## src/rtl/unary_pkg.sv

```systemverilog
// Shared types and sizing helpers for the unary-to-binary stream decoder.
package unary_pkg;

   localparam int DEF_SIZE  = 4;
   localparam int DEF_LANES = 2;

   typedef enum logic {IDLE = 1'b0, RUN = 1'b1} dec_state_t;

   // Nominal frame: 2^size value slots plus two guard cycles.
   function automatic int frame_len(input int size);
      return (1 << size) + 2;
   endfunction

   function automatic int cnt_width(input int size);
      return $clog2(frame_len(size) + 1);
   endfunction

   // Result word for the default configuration.
   typedef struct packed {
      logic [DEF_LANES-1:0][DEF_SIZE-1:0] data;
      logic [DEF_LANES-1:0]               err;
      logic                               len_err;
   } decode_result_t;

endpackage

```

## src/rtl/unary_stream_decoder_if.sv

```systemverilog
// Stream input and valid/ready result bus of the unary stream decoder.
interface unary_stream_decoder_if #(
   parameter int SIZE  = 4,
   parameter int LANES = 2
);
   logic                    frame_start;
   logic [LANES-1:0]        unary_in;
   logic                    out_ready;
   logic                    out_valid;
   logic [LANES*SIZE-1:0]   out_data;
   logic [LANES-1:0]        out_err;
   logic                    out_len_err;
   logic                    overrun;

   modport master (
      output frame_start, unary_in, out_ready,
      input  out_valid, out_data, out_err, out_len_err, overrun
   );

   modport slave (
      input  frame_start, unary_in, out_ready,
      output out_valid, out_data, out_err, out_len_err, overrun
   );
endinterface

```

## src/rtl/unary_lane_counter.sv

```systemverilog
// One lane: counts ones in the current frame and flags thermometer violations.
module unary_lane_counter
   import unary_pkg::*;
#(
   parameter int SIZE = 4,
   parameter int CW   = 5
) (
   input  logic            clk,
   input  logic            reset_n,
   input  logic            frame_start,
   input  logic            bit_in,
   output logic [SIZE-1:0] data,
   output logic            err
);

   localparam logic [CW-1:0] MAXV = CW'((1 << SIZE) - 1);

   logic [CW-1:0] cnt;
   logic          seen_zero;
   logic          viol;
   logic          over;

   always_ff @(posedge clk or negedge reset_n) begin
      if (!reset_n) begin
         cnt       <= '0;
         seen_zero <= 1'b0;
         viol      <= 1'b0;
      end else if (frame_start) begin
         cnt       <= {{(CW-1){1'b0}}, bit_in};
         seen_zero <= ~bit_in;
         viol      <= 1'b0;
      end else begin
         if (bit_in && (cnt != '1)) cnt <= cnt + 1'b1;
         seen_zero <= seen_zero | ~bit_in;
         viol      <= viol | (seen_zero & bit_in);
      end
   end

   // Outputs reflect the frame so far; the top samples them on the closing strobe.
   always_comb begin
      over = (cnt > MAXV);
      data = over ? {SIZE{1'b1}} : cnt[SIZE-1:0];
      err  = viol | over;
   end

endmodule

```

## src/rtl/unary_stream_decoder.sv

```systemverilog
// Decodes per-lane thermometer streams into binary words behind a one-entry valid/ready register.
module unary_stream_decoder
   import unary_pkg::*;
#(
   parameter int SIZE      = 4,
   parameter int LANES     = 2,
   parameter int FRAME_LEN = frame_len(SIZE),
   parameter int CW        = $clog2(FRAME_LEN + 1)
) (
   input  logic                   clk,
   input  logic                   reset_n,
   unary_stream_decoder_if.slave  bus
);

   localparam logic [CW-1:0] FL = CW'(FRAME_LEN);

   typedef struct packed {
      logic [LANES-1:0][SIZE-1:0] data;
      logic [LANES-1:0]           err;
      logic                       len_err;
   } word_t;

   dec_state_t state_q, state_d;
   logic [CW-1:0] pos_q;
   word_t         word_q, word_d, fresh;
   logic          valid_q, valid_d;
   logic          overrun_q, overrun_d;
   logic          commit;

   logic [LANES-1:0]           ubits;
   logic [LANES-1:0][SIZE-1:0] lane_data;
   logic [LANES-1:0]           lane_err;

   assign ubits = bus.unary_in;

   unary_lane_counter #(.SIZE(SIZE), .CW(CW)) u_lane [LANES-1:0] (
      .clk         (clk),
      .reset_n     (reset_n),
      .frame_start (bus.frame_start),
      .bit_in      (ubits),
      .data        (lane_data),
      .err         (lane_err)
   );

   // pos also runs while unarmed so the first closed frame is measured correctly.
   always_ff @(posedge clk or negedge reset_n) begin
      if (!reset_n)              pos_q <= '0;
      else if (bus.frame_start)  pos_q <= CW'(1);
      else if (pos_q != '1)      pos_q <= pos_q + 1'b1;
   end

   assign commit        = bus.frame_start & (state_q == RUN);
   assign fresh.data    = lane_data;
   assign fresh.err     = lane_err;
   assign fresh.len_err = (pos_q != FL);

   always_ff @(posedge clk or negedge reset_n) begin
      if (!reset_n) begin
         state_q   <= IDLE;
         word_q    <= '0;
         valid_q   <= 1'b0;
         overrun_q <= 1'b0;
      end else begin
         state_q   <= state_d;
         word_q    <= word_d;
         valid_q   <= valid_d;
         overrun_q <= overrun_d;
      end
   end

   always_comb begin
      state_d   = state_q;
      word_d    = word_q;
      valid_d   = valid_q;
      overrun_d = 1'b0;
      if (state_q == IDLE && bus.frame_start) state_d = RUN;
      if (commit) begin
         // A held, unaccepted word wins; the new result is dropped.
         if (!valid_q || bus.out_ready) begin
            word_d  = fresh;
            valid_d = 1'b1;
         end else begin
            overrun_d = 1'b1;
         end
      end else if (valid_q && bus.out_ready) begin
         valid_d = 1'b0;
      end
   end

   assign bus.out_valid   = valid_q;
   assign bus.out_data    = word_q.data;
   assign bus.out_err     = word_q.err;
   assign bus.out_len_err = word_q.len_err;
   assign bus.overrun     = overrun_q;

endmodule
```

## src/flat_wrapper.sv

```systemverilog
// flat-port wrapper written by rule: the top's interface ports become plain ports
module unary_stream_decoder_flat import unary_pkg::*;
#(
   parameter int SIZE      = 4,
   parameter int LANES     = 2,
   parameter int FRAME_LEN = frame_len(SIZE),
   parameter int CW        = $clog2(FRAME_LEN + 1)
)
  (clk, reset_n, bus_frame_start, bus_unary_in, bus_out_ready, bus_out_valid, bus_out_data, bus_out_err, bus_out_len_err, bus_overrun);
  unary_stream_decoder_if #(.SIZE(SIZE), .LANES(LANES)) bus_i ();
  input  logic clk;
  input  logic reset_n;
  input wire logic [$bits(bus_i.frame_start)-1:0] bus_frame_start;
  input wire logic [$bits(bus_i.unary_in)-1:0] bus_unary_in;
  input wire logic [$bits(bus_i.out_ready)-1:0] bus_out_ready;
  output wire logic [$bits(bus_i.out_valid)-1:0] bus_out_valid;
  output wire logic [$bits(bus_i.out_data)-1:0] bus_out_data;
  output wire logic [$bits(bus_i.out_err)-1:0] bus_out_err;
  output wire logic [$bits(bus_i.out_len_err)-1:0] bus_out_len_err;
  output wire logic [$bits(bus_i.overrun)-1:0] bus_overrun;
  assign bus_i.frame_start = bus_frame_start;
  assign bus_i.unary_in = bus_unary_in;
  assign bus_i.out_ready = bus_out_ready;
  assign bus_out_valid = bus_i.out_valid;
  assign bus_out_data = bus_i.out_data;
  assign bus_out_err = bus_i.out_err;
  assign bus_out_len_err = bus_i.out_len_err;
  assign bus_overrun = bus_i.overrun;
  unary_stream_decoder #(.SIZE(SIZE), .LANES(LANES), .FRAME_LEN(FRAME_LEN), .CW(CW)) u_core (.clk(clk), .reset_n(reset_n), .bus(bus_i));
endmodule
```

## config.mk

```make
export PLATFORM = sky130hd
export DESIGN_NAME = unary_stream_decoder_flat
export DESIGN_NICKNAME = d
export VERILOG_FILES = /design/src/rtl/unary_pkg.sv /design/src/rtl/unary_stream_decoder_if.sv /design/src/rtl/unary_lane_counter.sv /design/src/rtl/unary_stream_decoder.sv /design/src/flat_wrapper.sv
export SDC_FILE = /design/constraint.sdc
export NUM_CORES = 1
export LEC_CHECK = 0
export ABC_AREA = 0
export CAP_MARGIN = 5
export CORE_MARGIN = 3
export CORE_UTILIZATION = 52
export CTS_BUF_LIST = sky130_fd_sc_hd__clkbuf_4 sky130_fd_sc_hd__clkbuf_8
export DETAILED_ROUTE_END_ITERATION = 6
export PLACE_DENSITY = 0.75
export SYNTH_ARGS = -nofsm -noshare
export SYNTH_HDL_FRONTEND = slang
export SYNTH_SLANG_ARGS = --single-unit
```

## constraint.sdc

```tcl
create_clock -name clk -period 2 [get_ports clk]
set_clock_uncertainty 0.15 [all_clocks]
set_input_delay 0.4 -clock clk [delete_from_list [all_inputs] [get_ports clk]]
set_output_delay 0.4 -clock clk [all_outputs]
set_load 0.03 [all_outputs]
```

* Yosys cells after proc, flatten, opt, wreduce, memory -nomap -nowiden
Index checks and enable logic that the tools add are counted.
** Cells by class
- Add/subtract/negate cells :: 3
- Magnitude comparators :: 2
- Equality and inequality tests :: 5
- Mux-type cells :: 17
- Bitwise gates (word level) :: 12
- Reductions and logical operators :: 12
** Operators by type and width (number)
- $mux W5 :: 6
- $ne A5 B5 Y1 const B :: 4
- $add A5 B1 Y5 const B :: 3
- $gt A5 B4 Y1 const B :: 2
- $mux W1 :: 9
- $mux W4 :: 2
- $reduce_bool A2 Y1 :: 4
- $or A1 B1 Y1 :: 6
- $logic_and A1 B1 Y1 :: 4
- $reduce_and A2 Y1 :: 2
- $and A1 B1 Y1 :: 3
- $not A1 Y1 :: 3
- $ne A2 B2 Y1 const B :: 1
- $logic_not A1 Y1 :: 1
- $logic_or A1 B1 Y1 :: 1
** Storage, ports and cells
- Flip-flop bits (word level) :: 33
- Word-level logic and storage cells :: 65

* Logic depth before layout (Yosys ltp)
- Depth after elaboration :: 4
- Mapped depth :: 6

* By module
Synthesis repeated with hierarchy kept, for this count alone.
** Unflattened totals
- Cells, all modules :: 137
- Area, all modules :: 1647.8 um2
** By module, submodules not included
- unary_stream_decoder :: instances 1, cells an instance 57, area an instance 834.6 um2
- unary_lane_counter :: instances 2, cells an instance 40, area an instance 406.6 um2

* Worst setup path after synthesis
Ideal clock, no wire load.
- Path kind :: reg-to-reg
- From :: reg u_core.u_lane[1].cnt[0]
- To :: reg u_core.u_lane[1].cnt[3]
- Setup time :: 0.125 ns
- Arrival :: 1.617 ns
- Data required time :: 1.725 ns
- Setup slack :: 0.109 ns
- Cell stages (with the launch flop) :: 7
- Path buffers :: 0
- Cell sequence :: dfrtp_1 > ha_1 > and3_1 > ha_1 > and2b_1 > nand4_1 > mux2_2
** Between the ends
- Cells in the longest elaborated chain, start to end :: 3
- Elaborated cells on any way between the ends :: 6
** RTL lines
- start, declared :: RTL line unary_lane_counter.sv:18 : logic [CW-1:0] cnt;
- start signal, assigned :: RTL line unary_lane_counter.sv:29 : cnt <= {{(CW-1){1'b0}}, bit_in};
- start signal, assigned :: RTL line unary_lane_counter.sv:33 : if (bit_in && (cnt != '1)) cnt <= cnt + 1'b1;
- $add A5 B1 Y5 / $ne A5 B5 Y1 (equally long branches) :: RTL line unary_lane_counter.sv:33
- $mux W5 / $logic_and A1 B1 Y1 (equally long branches) :: RTL line unary_lane_counter.sv:33
- $mux W5 / $reduce_bool A2 Y1 (equally long branches)
Several ways; a longest one is shown, not always the timed one. The select of a mux whose other input is x is not followed.
A chain may end at the register's enable or synchronous reset.

* Final worst setup path
- From :: reg u_core.word_q, in the netlist u_core.bus.out_data[5]
- To :: out bus_out_data[5]
** RTL lines
- start, declared :: RTL line unary_stream_decoder.sv:25 : word_t word_q, word_d, fresh;
- start signal, assigned :: RTL line unary_stream_decoder.sv:65 : word_q <= word_d;
- end, declared :: RTL line flat_wrapper.sv:17 : output wire logic [$bits(bus_i.out_data)-1:0] bus_out_data;
No word-level cell between the ends.

==> impl_metrics.json <==
{
  "fin_cells": 213,
  "clk_latency_ps": 330,
  "critical_path_buf_inv_count": 1,
  "grt_pass1_vias": 1033,
  "synth_nets": 152,
  "place.port_buffers": 18,
  "fill_cells": 222,
  "rows": 19,
  "cts_buffers": 5,
  "grt_start_max_net_pins": 34,
  "slew_headroom_pct": 72.2,
  "gr-total-overflow": 0,
  "drive_gt1_share_pct": 22.8,
  "cp_slowest_cell": "clkdlybuf4s50_1",
  "final-seq-area_sq_um": 826,
  "drc_errors": 0,
  "peakVddDrop_mv": 0.388,
  "fin_tns_setup_ps": 0,
  "clock-sinks": 33,
  "clockBufferDepth": 2,
  "mostFrequentLayoutCell": "dfrtp_1",
  "dpl.hpwl_um": 2040,
  "hold_slack_ps": 301,
  "areaGrowthSynthToFinish_pct": 22.7,
  "grt_antenna_before_repair": 0,
  "worst_pin_slew_ps": 416,
  "gp_congestion": 0.772,
  "netlist-cell-type-count": 30,
  "die_x_um": 61.9,
  "period_needed_ps": 1950,
  "ys_warn_count": 0,
  "setup_viol": 0,
  "maxSlewViolCount": 0,
  "ioPinCount": 19,
  "clk_pin_slew_worst_paths_ps": 100,
  "die_area_sq_um": 3830,
  "synthesis.area_per_instance_sq_um": 11.9,
  "timing.final.crit_share_pct": 97.3,
  "grt_pass1_wl_um": 4770,
  "outcome": "finished clean",
  "core_sq_um": 2880,
  "power.density_nw_per_um2": 796,
  "ys_ff_latch": 33,
  "critPathTopFamily": "buffers and inverters",
  "die_y_um": 61.9,
  "r2r-start": "u_core.u_lane[0].cnt[0]$_DFFE_PN0P_",
  "multi_input_area_sq_um": 759,
  "path_cells": "clkdlybuf4s50_1",
  "netlist_area_sq_um": 1630,
  "crit_path_end_kind": "output port",
  "hold_viol_final": 0,
  "nets": 185,
  "firstDrtPassIters": 5,
  "tritoncts": "done",
  "h-tree-depth": 2,
  "max_cap_violations": 0,
  "rsz0062_at_grt": "no",
  "syn_inst": 137,
  "yosysSeqAreaShare_pct": 50.8,
  "track_usage_pct": 17.6,
  "worst_setup_path_start_kind": "flop",
  "p_leak_nw": 0.967,
  "drt_wl_total_um": 2810,
  "via_per_inst": 5.00,
  "required_ps": 1450,
  "first_iter_violations": 29,
  "antennaDiodeCount": 0,
  "post_drt_wl_per_cell_um": 13.2,
  "slowest_delay_ps": 680,
  "initial_core_util_pct": 56.5,
  "dp.cells": 204,
  "path_class": "flop to output port",
  "drt.antenna.violating_nets": 0,
  "cts_root_buf": "clkbuf_4",
  "hold_class": "input pin to asynchronous set/reset pin",
  "final_cell_mix": "dfrtp_1 (33), nor2_1 (18), clkdlybuf4s50_1 (16)",
  "startpoint": "u_core.bus.out_data[5]$_DFFE_PN0P_",
  "vias": 1065,
  "path_max_fanout": 2,
  "arrival_ps": 1400,
  "fmax_mhz": 514,
  "power_mw": 1.59
}
[state kept, by name, summed over array words and instances, names as in the netlist, 2 cells and up]
name and count:
u_core.u_lane.viol 2, u_core.bus.out_data 8, u_core.bus.out_err 2, u_core.pos_q 5, u_core.u_lane.cnt 10, u_core.u_lane.seen_zero 2
[where the power goes]
part	switching [mW]	internal, mW
logic	0.192	0.193
registers	0.0462	0.733
clock network	0.222	0.204
total	0.459	1.13
[layout make-up]
cell class	count	share of cell area, %
inverter	5	0.941
tap	42	2.63
sequential	33	41.4
clock inverter	1	0.251
timing repair buffer	29	13.4
multi-input combinational	96	38.1
clock buffer	7	3.26
[path summary, 6_finish.rpt]
kind	end	slack (ps)	cells after the start
max in group asynchronous	u_core.pos_q[1]$_DFFE_PN0P_	1090	2
worst max register to register	u_core.u_lane[0].cnt[3]$_DFFE_PN0P_	80	6
worst min register to register	u_core.state_q$_DFFE_PN0P_	350	1
worst max-delay path	bus_out_data[5]	50	1
min in group clk	u_core.state_q$_DFFE_PN0P_	350	1
worst min-delay path	u_core.bus.out_err[1]$_DFFE_PN0P_	300	2
[Yosys cell counts]
cell	number	area share, %
nand3_1	1	0.31
xnor2_1	1	0.54
nand2_2	1	0.39
buf_12	1	1.2
nand4_1	2	0.77
nand4b_1	1	0.54
or2_2	1	0.39
a2bb2oi_1	1	0.54
nor2b_1	3	1.2
mux2_2	3	2.1
a41oi_1	2	1.1
o21ai_0	4	1.2
nor2_1	18	4.2
a211oi_1	2	0.92
nand2b_1	14	5.4
o21bai_1	2	0.92
dfrtp_1	33	51
and3_1	3	1.2
xor2_1	4	2.2
mux2_4	10	9.2
inv_1	5	1.2
and2b_2	1	0.54
nand2_1	2	0.46
ha_1	9	6.9
buf_2	2	0.62
a21oi_1	4	1.2
and2b_1	1	0.46
mux2i_1	3	1.8
nand3b_1	2	0.92
nor2b_4	1	0.85
[layer usage]
layer  share of wire [%]  vias to the layer above  global-route usage [%]
met5                   0                        -                       0
met4                 2.5                        0                    9.09
met3                 3.5                        7                    4.34
met2                  47                       20                    25.6
met1                  47                      506                    24.2
li1                    -                      532                       -
[cells by family (layout without fill, tap and decap cells)]
kind of cell / Yosys count / in the layout / synth area share (%)
and+or+nand+nor: 51 / 51 / 17.5
DFF: 33 / 33 / 50.8
muxes: 16 / 16 / 13.2
AOI/OAI and AO/OA: 15 / 15 / 5.93
adders and majority gates: 9 / 9 / 6.93
buffers and inverters: 8 / 42 / 3.00
xor gates and xnor gates: 5 / 5 / 2.69
[repair_timing]
item | CTS | global route
setup buffers | 0 | 1
gates resized for setup | 0 | 5
hold buffers | 0 | 0
endpoints found under the setup margin | 0 | 5
[per-stage QoR]
step	setup WS (ps)	utilization [%]	instance area [sq um]
after floorplan	109	-	1630
after global placement	114	66.2	1900
after detailed placement	79.5	66.2	1900
after CTS	21.3	68.6	1970
after global routing	0.206	69.3	1990
final	54.2	69.3	1990
No activity file was read; power rests on OpenSTA's default activity.
